[src/rtl/dcache_miss_handler_if.sv]
// dcache_miss_handler_if: AXI4 master bus used by the miss handler to move whole cache blocks
interface dcache_miss_handler_if #(
  parameter int ADDR_WIDTH = 64,
  parameter int DATA_WIDTH = 64
);
  logic                  awvalid;
  logic                  awready;
  logic [ADDR_WIDTH-1:0] awaddr;
  logic [7:0]            awlen;
  logic [2:0]            awsize;
  logic [1:0]            awburst;
  logic                  wvalid;
  logic                  wready;
  logic [DATA_WIDTH-1:0] wdata;
  logic                  wlast;
  logic                  bvalid;
  logic                  bready;
  logic [1:0]            bresp;
  logic                  arvalid;
  logic                  arready;
  logic [ADDR_WIDTH-1:0] araddr;
  logic [7:0]            arlen;
  logic [2:0]            arsize;
  logic [1:0]            arburst;
  logic                  rvalid;
  logic                  rready;
  logic [DATA_WIDTH-1:0] rdata;
  logic [1:0]            rresp;
  logic                  rlast;
  modport master (
    output awvalid, awaddr, awlen, awsize, awburst, input awready,
    output wvalid, wdata, wlast, input wready,
    input bvalid, bresp, output bready,
    output arvalid, araddr, arlen, arsize, arburst, input arready,
    input rvalid, rdata, rresp, rlast, output rready
  );
  modport slave (
    input awvalid, awaddr, awlen, awsize, awburst, output awready,
    input wvalid, wdata, wlast, output wready,
    output bvalid, bresp, input bready,
    input arvalid, araddr, arlen, arsize, arburst, output arready,
    output rvalid, rdata, rresp, rlast, input rready
  );
endinterface

[src/rtl/dcache_miss_handler.sv]
// dcache_miss_handler: writes back a dirty victim and refills the missing block over AXI4
module dcache_miss_handler #(
  parameter int ADDR_WIDTH  = 64,
  parameter int DATA_WIDTH  = 64,
  parameter int BLOCK_WIDTH = 512
) (
  input  logic                   i_clk,
  input  logic                   i_arst,
  input  logic                   i_req,
  input  logic                   i_dirty,
  input  logic [ADDR_WIDTH-1:0]  i_addr_wb,
  input  logic [ADDR_WIDTH-1:0]  i_addr_fill,
  input  logic [BLOCK_WIDTH-1:0] i_wb_block,
  output logic                   o_block_we,
  output logic [BLOCK_WIDTH-1:0] o_fill_block,
  output logic                   o_busy,
  output logic                   o_error,
  dcache_miss_handler_if.master  axi
);
  localparam int BEATS = BLOCK_WIDTH / DATA_WIDTH;
  localparam int CW = $clog2(BEATS);
  localparam logic [CW-1:0] LAST = CW'(BEATS - 1);
  localparam logic [ADDR_WIDTH-1:0] MASK = ~ADDR_WIDTH'(BLOCK_WIDTH / 8 - 1);
  typedef enum logic [2:0] {IDLE, AW, W, B, AR, R, FILL} state_t;
  state_t                 state_q, state_d;
  logic [ADDR_WIDTH-1:0]  addr_wb_q, addr_wb_d;
  logic [ADDR_WIDTH-1:0]  addr_fill_q, addr_fill_d;
  logic [BLOCK_WIDTH-1:0] wbuf_q, wbuf_d;
  logic [BLOCK_WIDTH-1:0] fill_q, fill_d;
  logic [CW-1:0]          cnt_q, cnt_d;
  logic                   err_q, err_d;
  // state, captured request, beat counter, buffers and sticky error flag
  always_ff @(posedge i_clk or negedge i_arst) begin
    if (!i_arst) begin
      state_q     <= IDLE;
      addr_wb_q   <= '0;
      addr_fill_q <= '0;
      wbuf_q      <= '0;
      fill_q      <= '0;
      cnt_q       <= '0;
      err_q       <= 1'b0;
    end else begin
      state_q     <= state_d;
      addr_wb_q   <= addr_wb_d;
      addr_fill_q <= addr_fill_d;
      wbuf_q      <= wbuf_d;
      fill_q      <= fill_d;
      cnt_q       <= cnt_d;
      err_q       <= err_d;
    end
  end
  // sequencing: optional write-back burst, refill burst, then one fill cycle; inputs only sampled in IDLE
  always_comb begin
    state_d     = state_q;
    addr_wb_d   = addr_wb_q;
    addr_fill_d = addr_fill_q;
    wbuf_d      = wbuf_q;
    fill_d      = fill_q;
    cnt_d       = cnt_q;
    err_d       = err_q;
    case (state_q)
      IDLE: if (i_req) begin
        state_d     = i_dirty ? AW : AR;
        wbuf_d      = i_wb_block;
        addr_wb_d   = i_addr_wb & MASK;
        addr_fill_d = i_addr_fill & MASK;
        cnt_d       = '0;
        err_d       = 1'b0;
      end
      AW: state_d = axi.awready ? W : AW;
      W: if (axi.wready) begin
        cnt_d   = cnt_q + CW'(1);
        state_d = cnt_q == LAST ? B : W;
      end
      B: if (axi.bvalid) begin
        err_d   = err_q | (axi.bresp != 2'b00);
        state_d = AR;
      end
      AR: begin
        cnt_d   = '0;
        state_d = axi.arready ? R : AR;
      end
      R: if (axi.rvalid) begin
        fill_d[cnt_q*DATA_WIDTH +: DATA_WIDTH] = axi.rdata;
        cnt_d   = cnt_q + CW'(1);
        err_d   = err_q | (axi.rresp != 2'b00) | (axi.rlast != (cnt_q == LAST));
        state_d = cnt_q == LAST ? FILL : R;
      end
      default: state_d = IDLE;
    endcase
  end
  // bus and cache outputs decoded from state so reset clears them without waiting for a clock
  always_comb begin
    axi.awvalid  = state_q == AW;
    axi.awaddr   = addr_wb_q;
    axi.awlen    = state_q == AW ? 8'(BEATS - 1) : 8'd0;
    axi.awsize   = 3'($clog2(DATA_WIDTH / 8));
    axi.awburst  = 2'b01;
    axi.wvalid   = state_q == W;
    axi.wdata    = wbuf_q[cnt_q*DATA_WIDTH +: DATA_WIDTH];
    axi.wlast    = state_q == W && cnt_q == LAST;
    axi.bready   = state_q == B;
    axi.arvalid  = state_q == AR;
    axi.araddr   = addr_fill_q;
    axi.arlen    = state_q == AR ? 8'(BEATS - 1) : 8'd0;
    axi.arsize   = 3'($clog2(DATA_WIDTH / 8));
    axi.arburst  = 2'b01;
    axi.rready   = state_q == R;
    o_block_we   = state_q == FILL;
    o_error      = state_q == FILL && err_q;
    o_busy       = state_q != IDLE;
    o_fill_block = fill_q;
  end
endmodule

[src/flat_wrapper.sv]
// flat-port wrapper written by rule: the top's interface ports become plain ports
module dcache_miss_handler_flat 
#(
  parameter int ADDR_WIDTH  = 64,
  parameter int DATA_WIDTH  = 64,
  parameter int BLOCK_WIDTH = 512
)
  (i_clk, i_arst, i_req, i_dirty, i_addr_wb, i_addr_fill, i_wb_block, o_block_we, o_fill_block, o_busy, o_error, axi_awvalid, axi_awaddr, axi_awlen, axi_awsize, axi_awburst, axi_awready, axi_wvalid, axi_wdata, axi_wlast, axi_wready, axi_bvalid, axi_bresp, axi_bready, axi_arvalid, axi_araddr, axi_arlen, axi_arsize, axi_arburst, axi_arready, axi_rvalid, axi_rdata, axi_rresp, axi_rlast, axi_rready);
  dcache_miss_handler_if #(.ADDR_WIDTH(ADDR_WIDTH), .DATA_WIDTH(DATA_WIDTH)) axi_i ();
  input  logic i_clk;
  input  logic i_arst;
  input  logic i_req;
  input  logic i_dirty;
  input  logic [ADDR_WIDTH-1:0] i_addr_wb;
  input  logic [ADDR_WIDTH-1:0] i_addr_fill;
  input  logic [BLOCK_WIDTH-1:0] i_wb_block;
  output logic o_block_we;
  output logic [BLOCK_WIDTH-1:0] o_fill_block;
  output logic o_busy;
  output logic o_error;
  output wire logic [$bits(axi_i.awvalid)-1:0] axi_awvalid;
  output wire logic [$bits(axi_i.awaddr)-1:0] axi_awaddr;
  output wire logic [$bits(axi_i.awlen)-1:0] axi_awlen;
  output wire logic [$bits(axi_i.awsize)-1:0] axi_awsize;
  output wire logic [$bits(axi_i.awburst)-1:0] axi_awburst;
  input wire logic [$bits(axi_i.awready)-1:0] axi_awready;
  output wire logic [$bits(axi_i.wvalid)-1:0] axi_wvalid;
  output wire logic [$bits(axi_i.wdata)-1:0] axi_wdata;
  output wire logic [$bits(axi_i.wlast)-1:0] axi_wlast;
  input wire logic [$bits(axi_i.wready)-1:0] axi_wready;
  input wire logic [$bits(axi_i.bvalid)-1:0] axi_bvalid;
  input wire logic [$bits(axi_i.bresp)-1:0] axi_bresp;
  output wire logic [$bits(axi_i.bready)-1:0] axi_bready;
  output wire logic [$bits(axi_i.arvalid)-1:0] axi_arvalid;
  output wire logic [$bits(axi_i.araddr)-1:0] axi_araddr;
  output wire logic [$bits(axi_i.arlen)-1:0] axi_arlen;
  output wire logic [$bits(axi_i.arsize)-1:0] axi_arsize;
  output wire logic [$bits(axi_i.arburst)-1:0] axi_arburst;
  input wire logic [$bits(axi_i.arready)-1:0] axi_arready;
  input wire logic [$bits(axi_i.rvalid)-1:0] axi_rvalid;
  input wire logic [$bits(axi_i.rdata)-1:0] axi_rdata;
  input wire logic [$bits(axi_i.rresp)-1:0] axi_rresp;
  input wire logic [$bits(axi_i.rlast)-1:0] axi_rlast;
  output wire logic [$bits(axi_i.rready)-1:0] axi_rready;
  assign axi_awvalid = axi_i.awvalid;
  assign axi_awaddr = axi_i.awaddr;
  assign axi_awlen = axi_i.awlen;
  assign axi_awsize = axi_i.awsize;
  assign axi_awburst = axi_i.awburst;
  assign axi_i.awready = axi_awready;
  assign axi_wvalid = axi_i.wvalid;
  assign axi_wdata = axi_i.wdata;
  assign axi_wlast = axi_i.wlast;
  assign axi_i.wready = axi_wready;
  assign axi_i.bvalid = axi_bvalid;
  assign axi_i.bresp = axi_bresp;
  assign axi_bready = axi_i.bready;
  assign axi_arvalid = axi_i.arvalid;
  assign axi_araddr = axi_i.araddr;
  assign axi_arlen = axi_i.arlen;
  assign axi_arsize = axi_i.arsize;
  assign axi_arburst = axi_i.arburst;
  assign axi_i.arready = axi_arready;
  assign axi_i.rvalid = axi_rvalid;
  assign axi_i.rdata = axi_rdata;
  assign axi_i.rresp = axi_rresp;
  assign axi_i.rlast = axi_rlast;
  assign axi_rready = axi_i.rready;
  dcache_miss_handler #(.ADDR_WIDTH(ADDR_WIDTH), .DATA_WIDTH(DATA_WIDTH), .BLOCK_WIDTH(BLOCK_WIDTH)) u_core (.i_clk(i_clk), .i_arst(i_arst), .i_req(i_req), .i_dirty(i_dirty), .i_addr_wb(i_addr_wb), .i_addr_fill(i_addr_fill), .i_wb_block(i_wb_block), .o_block_we(o_block_we), .o_fill_block(o_fill_block), .o_busy(o_busy), .o_error(o_error), .axi(axi_i));
endmodule
[config.mk]
export PLATFORM = sky130hd
export DESIGN_NAME = dcache_miss_handler_flat
export DESIGN_NICKNAME = d
export VERILOG_FILES = /design/src/rtl/dcache_miss_handler_if.sv /design/src/rtl/dcache_miss_handler.sv /design/src/flat_wrapper.sv
export SDC_FILE = /design/constraint.sdc
export NUM_CORES = 1
export LEC_CHECK = 0
export BUFFER_PORTS_ARGS = -buffer_cell sky130_fd_sc_hd__buf_2
export CAP_MARGIN = 30
export CELL_PAD_IN_SITES_DETAIL_PLACEMENT = 0
export CELL_PAD_IN_SITES_GLOBAL_PLACEMENT = 1
export CORE_AREA = 10 10 554 556
export CTS_CLUSTER_DIAMETER = 100
export CTS_CLUSTER_SIZE = 10
export DETAILED_ROUTE_END_ITERATION = 8
export DIE_AREA = 0 0 564 566
export PLACE_DENSITY = 0.42
export SETUP_SLACK_MARGIN = 0.05
export SYNTH_ARGS = -nofsm -noshare
export SYNTH_HDL_FRONTEND = slang
export SYNTH_SLANG_ARGS = --single-unit
export TNS_END_PERCENT = 30
[constraint.sdc]
create_clock -name i_clk -period 6 [get_ports i_clk]
set_input_delay 0.6 -clock i_clk [delete_from_list [all_inputs] [get_ports i_clk]]
set_output_delay 0.6 -clock i_clk [all_outputs]
set_load 0.05 [all_outputs]
==> flow_metrics.tcl <==
set metrics [dict create \
    grt_pass1_vias 40391 \
    tightest_slew_ns 0.988 \
    port_buffers 1412 \
    fillers 32155 \
    ios 1457 \
    grt_pass1_wl_um 359000 \
    place_ws_ns 2.14 \
    ys.flop_type "dfrtp_1" \
    yosysTopAreaCellShare_pct 60.6 \
    hold-worst-slack_ns 0.0867 \
    place_area_um2 58600 \
    fin_ws_ns 1.78 \
    drc_errors 0 \
    cts_root_buf "clkbuf_16" \
    finalMaxSlewViolations 0 \
    cts_buffers 142 \
    syn_area_per_cell_um2 12.8 \
    place_congestion 0.785 \
    ant_nets 0 \
    holdBufCountCts 588 \
    leakagePower_nw 30.8 \
    worst_ep_arrival_time_ns 3.62 \
    cts_buffer_depth 4 \
    h-tree-depth 4 \
    rsz0062_at_grt "false" \
    cts_setup_buffers 0 \
    grt_max_degree 160 \
    final_common_cell "buf_2" \
    synth_edf_count 0 \
    cp_max_fo 75 \
    die_h_um 566 \
    finalNetCount 6358 \
    ys_ff_latch 1147 \
    multi_input_area_um2 16900 \
    start_util_pct 16.0 \
    relSlewSlack_pct 34.2 \
    cp-start-kind "flip-flop" \
    synth_area_um2 47400 \
    clock_skew_ns 0.0420 \
    drt_iter0_drc 2081 \
    cts_resized 0 \
    power_density_nw_per_um2 481 \
    async_flop_share_pct 100 \
    dp_hpwl_um 209000 \
    path_class "reg -> out" \
    vias 37500 \
    dp_cells 8840 \
    setup_viol 0 \
    final_cell_mix "1,411 x buf_2, 1,144 x dfrtp_1, 775 x nand2_1" \
    yosysWarnings 0 \
    finalHoldViolCount 0 \
    critPathRequiredTime_ns 5.40 \
    layout-drive-gt1-share_pct 43.9 \
    clock_latency_ns 0.81 \
    cp-end-kind "output port" \
    overflow 0 \
    syn_to_final_growth_pct 44.9 \
    cts_tree "yes" \
    die_x_um 564 \
    vias_per_cell 3.88 \
    dieArea_um2 319000 \
    period_minus_slack_ns 4.22 \
    cts_sinks 1147 \
    setup_tns_ns 0 \
    yosysSeqAreaShare_pct 60.6 \
    hp-class "in -> reg" \
    yosys.area.top_type "dfrtp_1" \
    antenna_found_initial 180 \
    firstDrtPassIters 5 \
    stdcell_area_um2 68600 \
    status "completed" \
    syn_inst 3687 \
    layout.cells.non_filler 9673 \
    path_clk_slew_ns 0.07 \
    coreArea_um2 296000 \
    cap_viol_max_count 0 \
    yosysUniqueCellTypes 43 \
    track_usage_pct 15.9 \
    wl_per_cell_um 27.4 \
    layout_worst_path_cycle_share_pct 70.4 \
    vdd_ir_drop_max_v 0.000273 \
    regArea_um2 28700 \
    synth_area_leaders "dfrtp_1 61%, mux2_2 16%, nand2_1 6.1%, mux4_2 6.1%, o21ai_0 4.1%" \
    fmax_mhz 237 \
    num_rows 200 \
    routed_wl_um 265000 \
]
final cells by class:
| cell class | instances | area share [%] |
|---|---|---|
| diodes | 73 | 0.266 |
| clock buffers | 150 | 5.28 |
| clock inverters | 22 | 0.432 |
| inverters | 69 | 0.381 |
| multi-input cells | 2213 | 24.7 |
| flip-flops and latches | 1147 | 41.8 |
| well taps | 3939 | 7.18 |
| repair buffers | 2060 | 19.9 |
flip-flops by register name, summed over array words and instances (netlist names):
register and flops:
u_core.err_q 1, u_core.axi.awaddr 58, u_core.cnt_q 3, u_core.state_q 3, u_core.o_fill_block 512, u_core.axi.araddr 58
u_core.wbuf_q 512
stage by stage:
stage | total power, mW | util (%)
floorplan | 20.7 | -
global placement | 24.9 | 19.8
detailed placement | 25.1 | 19.8
CTS | 33.8 | 23.1
global route | 34.8 | 23.2
finish | 33.0 | 23.2
power breakdown:
group	leakage [nW]	internal [mW]	total [mW]	switching (mW)
Sequential	14.2	10.3	12.0	1.70
Clock	1.92	4.40	8.01	3.61
Combinational	14.7	4.97	13.1	8.10
cells in the mapped netlist (2+ instances only):
cell	count
clkbuf_1	91
nor3_1	5
ha_1	7
a21oi_1	5
o21ai_0	385
o21bai_1	2
buf_4	109
buf_1	13
buf_6	15
nand3_1	67
mux2_2	692
mux4_2	128
mux2i_1	4
nor2b_1	3
nor3b_1	5
o31ai_1	2
o21ai_2	3
nand2_1	776
or4b_1	3
nor4_2	2
o21ai_1	64
inv_1	69
a211oi_1	2
nor2_1	6
dfrtp_1	1147
buf_2	60
conb_1	2
and2_1	4
nor4bb_1	2
final timing paths:
| kind | slack, ns | end | start | cells past startpoint |
|---|---|---|---|---|
| worst max-delay path | 1.78 | axi_wdata[0] | u_core.cnt_q[0] | 5 |
| worst min-delay path | 0.09 | u_core.wbuf_q[58] | i_wb_block[58] | 2 |
| worst max register to register | 2.19 | u_core.o_fill_block[36] | u_core.cnt_q[0] | 7 |
| worst min register to register | 0.47 | u_core.o_fill_block[124] | u_core.o_fill_block[124] | 2 |
| max in group asynchronous | 4.05 | u_core.o_fill_block[337] | i_arst | 3 |
| min in group asynchronous | 0.33 | u_core.wbuf_q[474] | i_arst | 2 |
cell families after synthesis:
kind of cell             synth area share (%)
AND/OR/NAND/NOR                          7.46
flip-flops                               60.6
adder cells (fa/ha/maj)                 0.185
multiplexers                             22.6
other                                  0.0159
XOR/XNOR                               0.0185
AO/OA/AOI/OAI                            5.01
buffers and inverters                    4.09
per-layer routing:
layer / global-route usage, % / vias up / part of all wire, %
li1: - / 16609 / -
met4: 2.87 / 80 / 2.0
met5: 0 / - / 0.18
met1: 19.4 / 19078 / 41
met2: 27.2 / 1376 / 48
met3: 5.84 / 357 / 8.9
critical path: stages, from the launching register on:
cell     delay, ns
dfrtp_4       0.76
buf_12        0.49
mux4_2        0.60
nand2_1       0.29
nand2_1       0.10
buf_2         0.23
No activity file was read; power rests on OpenSTA's default activity.
